$ cat src/rtl/mem_arbiter.sv
// Two-requester arbiter for a single-port unified memory (fetch vs data).
// Ports: clock/reset_, if_* fetch port, d_* data port, m_* memory port, bus_err, stall.
module mem_arbiter #(
    parameter int unsigned FAIR_LIMIT = 4,
    parameter int unsigned TIMEOUT    = 255,
    parameter logic [31:0] ERR_DATA   = 32'hDEAD_BEEF
) (
    input  logic        clock,
    input  logic        reset_,
    input  logic        if_req,
    input  logic [31:0] if_addr,
    output logic        if_ack,
    output logic [31:0] if_rdata,
    input  logic        d_req,
    input  logic        d_we,
    input  logic [31:0] d_addr,
    input  logic [31:0] d_wdata,
    output logic        d_ack,
    output logic [31:0] d_rdata,
    output logic        m_req,
    output logic        m_we,
    output logic [31:0] m_addr,
    output logic [31:0] m_wdata,
    input  logic [31:0] m_rdata,
    input  logic        m_ready,
    output logic        bus_err,
    output logic        stall
);

    localparam int FW = $clog2(FAIR_LIMIT + 1);
    localparam int WW = $clog2(TIMEOUT + 1);

    typedef enum logic [1:0] {
        IDLE,
        DBUS,
        IBUS,
        RESP
    } state_t;

    state_t        state;
    logic [FW-1:0] fair_cnt;
    logic [WW-1:0] wait_cnt;

    logic        fair_ok;
    logic        grant_d;
    logic        grant_i;
    logic [31:0] sel_addr;
    logic        timed_out;
    logic        done;

    // Data wins unless the fetch has been starved FAIR_LIMIT times in a row.
    assign fair_ok   = (fair_cnt < FW'(FAIR_LIMIT));
    assign grant_d   = d_req & (~if_req | fair_ok);
    assign grant_i   = if_req & ~grant_d;
    assign sel_addr  = grant_d ? d_addr : if_addr;

    // A ready strobe in the final wait cycle still completes normally.
    assign done      = m_ready;
    assign timed_out = ~m_ready & (wait_cnt == WW'(TIMEOUT - 1));

    assign stall = (if_req & ~if_ack) | (d_req & ~d_ack);

    always_ff @(posedge clock or posedge reset_) begin
        if (reset_) begin
            state    <= IDLE;
            fair_cnt <= '0;
            wait_cnt <= '0;
            if_ack   <= 1'b0;
            d_ack    <= 1'b0;
            bus_err  <= 1'b0;
            if_rdata <= '0;
            d_rdata  <= '0;
            m_req    <= 1'b0;
            m_we     <= 1'b0;
            m_addr   <= '0;
            m_wdata  <= '0;
        end else begin
            if_ack  <= 1'b0;
            d_ack   <= 1'b0;
            bus_err <= 1'b0;
            unique case (state)
                IDLE: begin
                    // Only a data grant over a waiting fetch counts as unfair.
                    if (if_req && grant_d) begin
                        fair_cnt <= fair_cnt + FW'(1);
                    end else begin
                        fair_cnt <= '0;
                    end
                    if (grant_d || grant_i) begin
                        wait_cnt <= '0;
                        m_req    <= 1'b1;
                        m_we     <= grant_d & d_we;
                        m_addr   <= sel_addr & ~32'h3;
                        m_wdata  <= grant_d ? d_wdata : '0;
                        state    <= grant_d ? DBUS : IBUS;
                    end
                end
                DBUS: begin
                    if (done) begin
                        m_req <= 1'b0;
                        d_ack <= 1'b1;
                        if (!m_we) begin
                            d_rdata <= m_rdata;
                        end
                        state <= RESP;
                    end else if (timed_out) begin
                        m_req   <= 1'b0;
                        d_ack   <= 1'b1;
                        bus_err <= 1'b1;
                        if (!m_we) begin
                            d_rdata <= ERR_DATA;
                        end
                        state <= RESP;
                    end else begin
                        wait_cnt <= wait_cnt + WW'(1);
                    end
                end
                IBUS: begin
                    if (done) begin
                        m_req    <= 1'b0;
                        if_ack   <= 1'b1;
                        if_rdata <= m_rdata;
                        state    <= RESP;
                    end else if (timed_out) begin
                        m_req    <= 1'b0;
                        if_ack   <= 1'b1;
                        bus_err  <= 1'b1;
                        if_rdata <= ERR_DATA;
                        state    <= RESP;
                    end else begin
                        wait_cnt <= wait_cnt + WW'(1);
                    end
                end
                RESP: begin
                    // Ack is visible this cycle; no grant until IDLE.
                    state <= IDLE;
                end
                default: begin
                    state <= IDLE;
                end
            endcase
        end
    end

endmodule

$ cat config.mk
export PLATFORM = sky130hd
export DESIGN_NAME = mem_arbiter
export DESIGN_NICKNAME = d
export VERILOG_FILES = /design/src/rtl/mem_arbiter.sv
export SDC_FILE = /design/constraint.sdc
export NUM_CORES = 1
export LEC_CHECK = 0
export ABC_CLOCK_PERIOD_IN_PS = 7150
export CAP_MARGIN = 40
export CORE_MARGIN = 1
export CORE_UTILIZATION = 42
export DETAILED_ROUTE_END_ITERATION = 10
export PLACE_DENSITY_LB_ADDON = 0.1
export SLEW_MARGIN = 10
export SYNTH_ARGS = -nofsm -noshare
export SYNTH_HDL_FRONTEND = slang
export SYNTH_SLANG_ARGS = --single-unit
$ cat constraint.sdc
create_clock -name clock -period 7.15 [get_ports clock]
set_clock_uncertainty 0.15 [all_clocks]
set_input_delay 2.145 -clock clock [delete_from_list [all_inputs] [get_ports clock]]
set_output_delay 2.145 -clock clock [all_outputs]
set_load 0.01 [all_outputs]
Word level (Yosys, flattened, before mapping)
Index checks and enable logic that the tools add are counted.
- flip-flop bits (word level): 144
- bits of input ports: 134
- output and inout port bits: 134
- word-level logic and storage cells: 78
- add/subtract/negate cells: 2
- $lt $le $gt $ge: 1
- equal/unequal tests: 10
- mux-type cells: 28
- bitwise gates (word level): 13
- reductions and logical operators: 12
- operators by type and width (kind ; count):
    $mux W32 ; 8
    $mux W8 ; 3
    $pmux W8 S2 ; 1
    $ne A2 B2 Y1 const B ; 5
    $mux W1 ; 9
    $add A8 B1 Y8 const B ; 1
    $eq A8 B8 Y1 const B ; 1
    $mux W2 ; 4
    $reduce_and A4 Y1 ; 2
    $and A1 B1 Y1 ; 6
    $pmux W2 S3 ; 1
    $reduce_and A2 Y1 ; 3
    $not A1 Y1 ; 5
    $eq A2 B2 Y1 const B ; 2
    $reduce_bool A2 Y1 ; 2
    $add A3 B1 Y3 const B ; 1
    $lt A3 B3 Y1 const B ; 1
    $mux W3 ; 1
    $ne A3 B1 Y1 const B ; 1
    $reduce_and A3 Y1 ; 1
    $eq A2 B1 Y1 const B ; 1
    $logic_not A2 Y1 ; 1
    $or A1 B1 Y1 ; 2
    $pmux W1 S2 ; 1
    other kinds (3) ; 3

Logic depth before layout (Yosys ltp)
- depth in word-level cells: 8
- depth in mapped cells: 8
- depth with buffers taken out: 7

Worst setup path before layout
OpenSTA, ideal clock, no wires.
- path type: input-to-output
- start point: input if_req
- end point: output stall
- arrival: 2.403 ns
- required time: 4.855 ns
- setup slack: 2.452 ns
- stages on the path: 2
- buffers on the path: 0
- path through: inv_1 -> o22ai_1
- word-level cells in the longest chain between the ends: 2
- ends and longest elaborated chain (what ; line ; text):
    start, declared ; 10 ; input logic if_req,
    $and A1 B1 Y1 ; 61 ; assign stall = (if_req & ~if_ack) | (d_req & ~d_ack);
    $or A1 B1 Y1 ; 61 ;
    end, declared ; 27 ; output logic stall
No other way between the ends.

Worst setup path in the final report
Same ends and word-level chain as after synthesis.

==> flow_summary_export.csv <==
group,metric,value,unit
routing,drtIter0Drc,159,
cells_and_area,fillerInstances,1050,
floorplanning,core,0.0140,mm^2
placed_design,post-place-cells,884,
cells_and_area,multi_input_area,0.00221,mm^2
synthesis,synth.avg_cell_area,12.9,um^2
worst_setup_path,timing.critical_path.from_type,"input pin",
placed_design,hpwlAfterDp,11900,um
power,total_leakage_power,0.00400,uW
cells_and_area,final_layout_size_suffix_gt1_share,8.98,%
cells_and_area,num-nets-final,865,
cells_and_area,seq_area,0.00360,mm^2
cells_and_area,antenna_diode_count,0,
synthesis,synthDistinctLibCells,50,
cells_and_area,post_layout_nonfiller_instances,915,
synthesis,synth_edf_count,0,
floorplanning,core.rowCount,43,
worst_setup_path,crit-reg2reg-launch,"state[0]",
synthesis,synth_top_area_share,59.4,%
clock_tree,cts_root_buffer,"sky130_fd_sc_hd__clkbuf_16",
power,power.density,428,mW/mm^2
hold_path,min_path_type,"reg2reg",
hold_path,holdCritStartpoint,"m_addr[15]",
clock_tree,post_cts_resize_count,0,
sta,finalCritPeriodShare,82.9,%
clock_tree,cts.hold.buffers_added,0,
routing,drt_wl_cell,18.2,um
routing,drtPass1Iterations,4,
placed_design,pre_cts_ws,1230,ps
synthesis,synth.ff_latch_count,144,
hold_path,hold-path-endpoint,"m_addr[15]",
global_route,overflow,0,
synthesis,post-synth-top-count-cell,"sky130_fd_sc_hd__dfrtp_1",
global_route,number_of_antenna_violations_at_the_first_check_in_global_routing,0,
placed_design,port_buffers,261,
synthesis,synth_async_sr_flop_share,100,%
clock_tree,cts.path.max_buffers,2,
floorplanning,fp.dieArea,0.0149,mm^2
worst_setup_path,r2r_setup_slack,4810,ps
worst_setup_path,timing.critical_path.fanout_max,6,
sta,timing.max_slew.rel_slack,50.3,%
floorplanning,pin_count,268,
floorplanning,initial_utilization,43.4,%
sta,setup_viol,0,
clock_tree,clock_sinks,144,
routing,remaining_drc_errors,0,
cells_and_area,area_growth_syn_to_layout,54.3,%
clock_tree,clkLatencyLatePin,410,ps
global_route,grt_max_degree,72,
synthesis,yosys_most_used_dff,"sky130_fd_sc_hd__dfrtp_1",
global_route,first_global_vias,5021,
synthesis,synth.cell_area,0.00607,mm^2
placed_design,routabilityCongestion,0.781,
floorplanning,fp.dieH,122,um
clock_tree,cts_tree,"built",
worst_setup_path,timing.rr.end,"wait_cnt[2]",
sta,setup_repair_after_global_routing_missed_its_margin,"false",
worst_setup_path,crit_end_category,"output pin",
synthesis,synth.area.top_cells,"sky130_fd_sc_hd__dfrtp_1 (59%), sky130_fd_sc_hd__a22o_1 (5.5%), sky130_fd_sc_hd__mux2i_1 (5.3%)",
clock_tree,cts_made_buffers,17,
sta,post-route-min-period,5930,ps
run,drv_cap,0,
routing,routed_via_density,5.30,
sta,tightest_slew,745,ps
worst_setup_path,reg2regPathDepth,6,
routing,detailroute.via_count,4845,
worst_setup_path,required,4860,ps
routing,drt-total-wl,16700,um
synthesis,synthTopCellsByCount,"sky130_fd_sc_hd__dfrtp_1 (144), sky130_fd_sc_hd__a22o_1 (38), sky130_fd_sc_hd__nand2_1 (38)",
clock_tree,htree_levels,4,
sta,final-hold-violation-count,0,
sta,layout_setup_ws,1220,ps
sta,final_max_slew_viol_count,0,
synthesis,synth_warnings,0,
synthesis,syn_inst,472,
power,worst_vdd_ir,0.000214,V
sta,tns,0,ps
synthesis,yosys.area.top_type,"sky130_fd_sc_hd__dfrtp_1",
clock_tree,cts_post_setup_buffers_inserted,0,
global_route,global_route_total_usage_across_every_layer,22.6,%
floorplanning,die_x,122,um
global_route,grt_first_pass_wirelength,25600,um
routing,final_antenna_net_count,0,
hold_path,min_path_cells,2,
clock_tree,clock_pin_slew_on_the_worst_setup_and_hold_paths,60,ps
worst_setup_path,setup.worst_path.class,"in2out",
synthesis,synth-seq-area-share,59.4,%
worst_setup_path,timing.critical_path.arrival,3630,ps
power,report.power.total,4010,uW
status,status,"complete, no violations",
sta,max_clock_freq,169,MHz
## cell usage in the layout, fill, tap and decap left out, drive strengths merged, types with 4 or more instances in the layout
cell type,count
o21ai,37
nand2,39
a22o,38
o22a,30
and2,4
o22ai,4
clkdlybuf4s50,261
ha,8
buf,8
nor2b,12
clkbuf,25
a32o,12
clkinv,4
mux2i,32
dfrtp,144
a2bb2oi,21
inv,13
nand3,4
a21oi,8
## layout make-up
class                      count  share of cell area [%]
inverter                      13                   0.574
multi-input combinational    278                    23.6
sequential                   144                    38.5
clock inverter                 6                   0.614
clock buffer                  25                    5.18
tap                          180                    2.40
timing repair buffer         269                    29.1
## layer usage
layer / routed length, um / vias to the layer above / GRT usage (%) / share of wire (%)
li1: - / 2245 / - / -
met1: 6820 / 2360 / 27.2 / 41
met2: 7890 / 207 / 36.0 / 47
met3: 1570 / 33 / 8.83 / 9.4
met4: 377 / 0 / 9.68 / 2.3
met5: 0 / - / 0 / 0
## how the worst max path moves through the flow
stage            from       to  slack, ps  depth (start not counted)
2_1_floorplan  reset_  bus_err        990                          1
3_3_place_gp   if_req    stall       1260                          4
3_5_place_dp   if_req    stall       1230                          4
4_1_cts        if_req    stall       1220                          4
5_1_grt        if_req    stall       1150                          4
6_report       if_req    stall       1220                          4
## critical path, cell delays in order
cell and delay (ps):
sky130_fd_sc_hd__clkdlybuf4s50_1 660, sky130_fd_sc_hd__inv_1 80, sky130_fd_sc_hd__o22ai_1 190, sky130_fd_sc_hd__clkdlybuf4s50_1 560
## registers in the layout (all words and copies together) (netlist names)
register  count
m_addr       30
if_rdata     32
d_rdata      32
fair_cnt      3
m_we          1
m_req         1
m_wdata      32
wait_cnt      8
bus_err       1
d_ack         1
if_ack        1
state         2
## where the power goes
group | switching (uW) | internal [uW] | leakage [uW]
clock network | 321 | 502 | 0.000267
registers | 220 | 1180 | 0.00175
logic | 773 | 1020 | 0.00198
## stage by stage
stage	utilization, %	instance area, um^2	hold WS [ps]
5_1_grt	67.0	9370	347
3_5_place_dp	63.1	8820	320
3_3_place_gp	62.4	8730	316
6_report	67.0	9370	328
4_1_cts	67.0	9370	333
2_1_floorplan	-	6070	349
## cells by family (layout without fill, tap and decap cells)
family	Yosys count	after routing	share of synthesized area, %
compound gates	162	162	22.7
simple gates	74	74	6.47
fa+ha+maj	8	8	1.65
buf+inv	51	313	4.45
mux	32	32	5.28
other cells	1	2	0.0618
flops	144	144	59.4
Note: power is estimated with default switching activity, not from simulation.
==> patch 1: new RTL, same settings <==
Reset style: synchronous (`reset_`), changed in one clocked block.
--- a/src/rtl/mem_arbiter.sv
+++ b/src/rtl/mem_arbiter.sv
@@ -60,7 +60,7 @@
 
     assign stall = (if_req & ~if_ack) | (d_req & ~d_ack);
 
-    always_ff @(posedge clock or posedge reset_) begin
+    always_ff @(posedge clock) begin
         if (reset_) begin
             state    <= IDLE;
             fair_cnt <= '0;
Behaviour: differs if reset_ is asserted again (counterexample within 4 cycles, from zero or initial values and one cycle with reset_ high); with reset_ held inactive, the same outputs for 4 cycles.
==> patch 1 against the unedited design <==
  * Critical path depth is the same
  * Core utilization shrank 0.087 points
  * Sequential cell count is the same
  * Clock power grew 15%
  * Global-route usage shrank 0.063 points
  * Design area shrank 1.3%
  * Total power shrank 24%
  * Wire length shrank 1.8%
  * Synthesized cell count grew 38%
  * Setup slack lost 40 ps
  * First-iteration DRC count grew 120%
  * Final cell count grew 17%
  * Synthesized area shrank 2.4%
  * Sequential share of layout area shrank 7.3 points
==> patch 1: results (changes against the unedited design) <==
RePlAce Congestion: 0.7907 (was 0.7808)
Inserted Clock Buffers: 17 (unchanged)
Largest regs: d_rdata: 32 flops, if_rdata: 32 flops, m_wdata: 32 flops (unchanged)
Worst Tran Pin Value: 792.3 ps (was 745.2 ps)
Asr flop ratio synth: 0 (was 1.000)
M2 GR Usage: 0.3757 (was 0.3596)
Peak VDD IR: 0.0001480 V (was 0.0002137 V)
Final #Nets: 1,025 (was 865)
CORE AREA: 0.01383 mm2 (was 0.01399 mm2)
Detailed-routed wire length on met3: 1.359 mm (was 1.570 mm)
Top post-synthesis cells by area: dfxtp_1 (49%), nor2_1 (6.8%), mux2i_1 (5.4%), a21oi_1 (4.8%), nor3_1 (4.4%) (was dfrtp_1 (59%), a22o_1 (5.5%), mux2i_1 (5.3%), a2bb2oi_2 (4.7%), o22a_1 (4.3%))
Metal2 WL: 8.033 mm (was 7.886 mm)
Seq/Total Area, Yosys: 0.4868 (was 0.5937)
Initial drt markers: 346 (was 159)
Fraction of layout cells with a size suffix above 1: 0.08277 (was 0.08980)
WL met1: 6.660 mm (was 6.824 mm)
Distinct cell type count after synthesis: 47 (was 50)
FILL cells: 1,109 (was 1,050)
Routing usage on met1: 0.2611 (was 0.2723)
Max Fanout on Critical Path: 5 (was 6)
Largest net degree at the start of global routing: 62 (was 72)
GR Util All Layers: 0.2254 (was 0.2260)
Status: finished, final reports clean (unchanged)
Vias in the first global route: 5,386 (was 5,021)
Lkg Pwr: 3.420 nW (was 4.000 nW)
CTS H-tree lvls: 4 (unchanged)
WL/cell: 15.22 um (was 18.21 um)
Post-synth top cells: dfxtp_1 (144), nor2_1 (107), a21oi_1 (57) (was dfrtp_1 (144), a22o_1 (38), nand2_1 (38))
First-pass GRT wire length: 26.02 mm (was 25.63 mm)
Synth Flop Type: dfxtp_1 (was dfrtp_1)
GR Util met3: 0.08302 (was 0.08829)
Dpl hpwl: 11.51 mm (was 11.87 mm)
CP arrival: 3670 ps (was 3630 ps)
Via/cell ratio: 5.142 (was 5.295)
## patch 1: changes by cell type in the layout (fill, tap and decap cells not counted), sizes merged, moves of 31 or more
cell / change
o21ai: -32
a211oi: +31
a22o: -38
dfrtp: -144
nor2: +115
a22oi: +33
a21oi: +49
nor3: +52
dfxtp: +144
## patch 1: cells by family after synthesis
group	Yosys count	share of synthesized area
AND/OR/NAND/NOR	224	0.1794
buffers and inverters	82	0.06909
other	1	0.0006332
flip-flops	144	0.4868
multiplexers	32	0.05409
AO/OA/AOI/OAI	159	0.1931
adder cells (fa/ha/maj)	8	0.01690
## patch 1: worst paths after layout
check               from           to  slack, ps  cells past startpoint
max reg2reg  wait_cnt[1]   d_rdata[8]       4310                      6
min reg2reg  d_rdata[20]  d_rdata[20]        330                      2
max               if_req        stall       1180                      4
min          d_rdata[20]  d_rdata[20]        330                      2
## patch 1: report_power, final
group	leakage [nW]	internal [W]	total [W]	switching, W
clock	0.307	0.000617	0.000947	0.000330
combinational	1.93	0.000531	0.00106	0.000531
sequential	1.18	0.000958	0.00104	0.0000829
total	3.42	0.00211	0.00305	0.000943
## patch 1: final cells by class
type                       instances  area share
inverter                          22    0.008931
clock buffer                      21     0.05196
timing repair buffer             273      0.3007
clock inverter                     9     0.01664
multi-input combinational        425      0.2857
tap                              180     0.02436
sequential                       144      0.3118
## patch 1: through the flow
stage               cell area [um2]    util  power [W]  setup WS, ps  cells
floorplan                      5926       -   0.001625          2440    651
global placement               8487  0.6138   0.002057          1231   1038
detailed placement             8612  0.6228   0.002121          1194   1044
CTS                            9246  0.6687   0.003078          1189   1074
global route                   9246  0.6687   0.003221          1122   1074
finish                         9246  0.6687   0.003049          1184   1074
## patch 1: worst max-delay path: cells and delay by family
kind            cells  cell delay [ps]
compound gates      1              200
buf+inv             3             1320
==> patch 2: new RTL, config.mk and constraints unchanged <==
Made on the original files. Change the parameter `FAIR_LIMIT` from 4 to 8.
--- a/src/rtl/mem_arbiter.sv
+++ b/src/rtl/mem_arbiter.sv
@@ -1,7 +1,7 @@
 // Two-requester arbiter for a single-port unified memory (fetch vs data).
 // Ports: clock/reset_, if_* fetch port, d_* data port, m_* memory port, bus_err, stall.
 module mem_arbiter #(
-    parameter int unsigned FAIR_LIMIT = 4,
+    parameter int unsigned FAIR_LIMIT = 8,
     parameter int unsigned TIMEOUT    = 255,
     parameter logic [31:0] ERR_DATA   = 32'hDEAD_BEEF
 ) (
Function: no difference found for any inputs over 4 cycles, from zero or initial values and one cycle with reset_ high; that may be too few to reach the edited logic, so the function may still have changed.
==> patch 2 against the unedited design <==
  * Total power grew 0.70%
  * Sequential power about the same
  * Non-clock buffer count unchanged
  * Synthesized cell count is 1.3% higher
  * Design area rose by 0.56%
  * Sequential cell count increased by 1
  * Count of clock-buffer cells in the layout down 7
  * Highest routed layer unchanged
  * Largest cell class unchanged
  * Wire length shrank 5.9%
  * Largest power group unchanged
  * Register-to-register slack got worse by 80 ps
  * Critical path depth unchanged
  * Setup slack improved by 16 ps
  * Synthesized area down 0.39%
==> patch 2: results (changes against the unedited design) <==
Status: finished, final reports clean (unchanged)
Clock transition at the registers of the reported paths: 60 ps (about the same)
Dpl hpwl: 11.16 mm (was 11.87 mm)
GR Util All Layers: 0.2149 (was 0.2260)
Worst slack at placement: 1236 ps (was 1226 ps)
Seq/Total Area, Yosys: 0.6002 (was 0.5937)
Synth Instances: 478 (was 472)
Initial drt markers: 242 (was 159)
Post-synth top cells: dfrtp_1 (145), nand2_1 (40), a22o_1 (38) (was dfrtp_1 (144), a22o_1 (38), nand2_1 (38))
Worst reg-to-reg setup slack: 4730 ps (was 4810 ps)
R2R cell count: 4 (was 6)
Inserted Diodes: 0 (unchanged)
Routed WL: 15.67 mm (was 16.66 mm)
Hold Startpoint: m_addr[30] (was m_addr[15])
RR Endpoint: if_rdata[3] (was wait_cnt[2])
Worst Tran Pin Value: 873.2 ps (was 745.2 ps)
Max Fanout on Critical Path: 6 (unchanged)
Final #Nets: 871 (was 865)
Crit-path max cell delay: 630 ps (was 660 ps)
Fraction of layout cells with a size suffix above 1: 0.08086 (was 0.08980)
Resize count post-CTS: 0 (unchanged)
Via/cell ratio: 5.219 (was 5.295)
RePlAce Congestion: 0.7645 (was 0.7808)
Clock root cell: clkbuf_16 (unchanged)
Lkg Pwr: 4.026 nW (was 4.000 nW)
Hold/Removal Path Class: reg -> reg (unchanged)
IO buf count: 261 (unchanged)
Peak VDD IR: 0.0001920 V (was 0.0002137 V)
WHS Path Cells: 2 (unchanged)
First-pass GRT wire length: 24.56 mm (was 25.63 mm)
EDFF count, synth: 0 (unchanged)
Largest net degree at the start of global routing: 91 (was 72)
DRT Pass-1 Iters: 4 (unchanged)
CP arrival: 3610 ps (was 3630 ps)
Synth top area share: 0.6002 (was 0.5937)
Distinct cell type count after synthesis: 46 (was 50)
Vias in the first global route: 4,801 (was 5,021)
Top post-synthesis cells by area: dfrtp_1 (60%), a22o_1 (5.5%), mux2i_1 (5.3%), o22a_1 (4.3%), a2bb2oi_2 (2.5%) (was dfrtp_1 (59%), a22o_1 (5.5%), mux2i_1 (5.3%), a2bb2oi_2 (4.7%), o22a_1 (4.3%))
Cell Count, Final, Fillers Out: 922 (was 915)
Placed cells: 890 (was 884)
Hold Path End: m_addr[30] (was m_addr[15])
Post-CTS Setup Inserts: 0 (unchanged)
patch 2: where the power goes:
part,switching (W),total (W),internal (W)
clock,0.000336,0.000883,0.000547
combinational,0.000749,0.00176,0.00102
sequential,0.000212,0.00139,0.00118
total,0.00130,0.00404,0.00274
patch 2: per-layer routing:
layer  vias to the layer above  track usage  part of all wire
li1                       2273            -                 -
met1                      2305       0.2719              0.43
met2                       207       0.3471              0.48
met3                        27      0.06133             0.076
met4                         0      0.08333             0.019
met5                         -            0                 0
patch 2: worst min-delay path, cell delays in order (launching register included):
cell	delay [ps]
dfrtp_1	340
nand2_1	40
o21ai_0	60
patch 2: how the worst max path moves through the flow:
stage / from / to / slack [ps] / depth (start not counted)
after floorplan: reset_ / bus_err / 960 / 1
after global placement: if_req / stall / 1260 / 4
after detailed placement: if_req / stall / 1240 / 4
after CTS: if_req / stall / 1230 / 4
after global routing: if_req / stall / 1110 / 4
final: if_req / stall / 1240 / 4
patch 2: final cells by class:
cell class	count	area, um2
clock buffers	18	429.2
clock inverters	14	165.2
fillers	1065	4569
inverters	11	46.29
multi-input cells	285	2182
flip-flops and latches	145	3628
well taps	180	225.2
repair buffers	269	2743
patch 2: through the flow:
step                      area (um2)  hold WS [ps]
final                           9419         328.7
after global routing            9419         348.3
after CTS                       9419         333.5
after detailed placement        8825         320.5
after global placement          8710         312.6
after floorplan                 6050         306.8
patch 2: kinds of logic (layout without fill, tap and decap cells):
group | after synthesis | in the layout | share of synthesized area
flip-flops | 145 | 145 | 0.6002
other | 1 | 2 | 0.0006203
adder cells (fa/ha/maj) | 8 | 8 | 0.01656
AO/OA/AOI/OAI | 163 | 163 | 0.2194
buffers and inverters | 49 | 312 | 0.04180
multiplexers | 32 | 32 | 0.05298
AND/OR/NAND/NOR | 80 | 80 | 0.06850
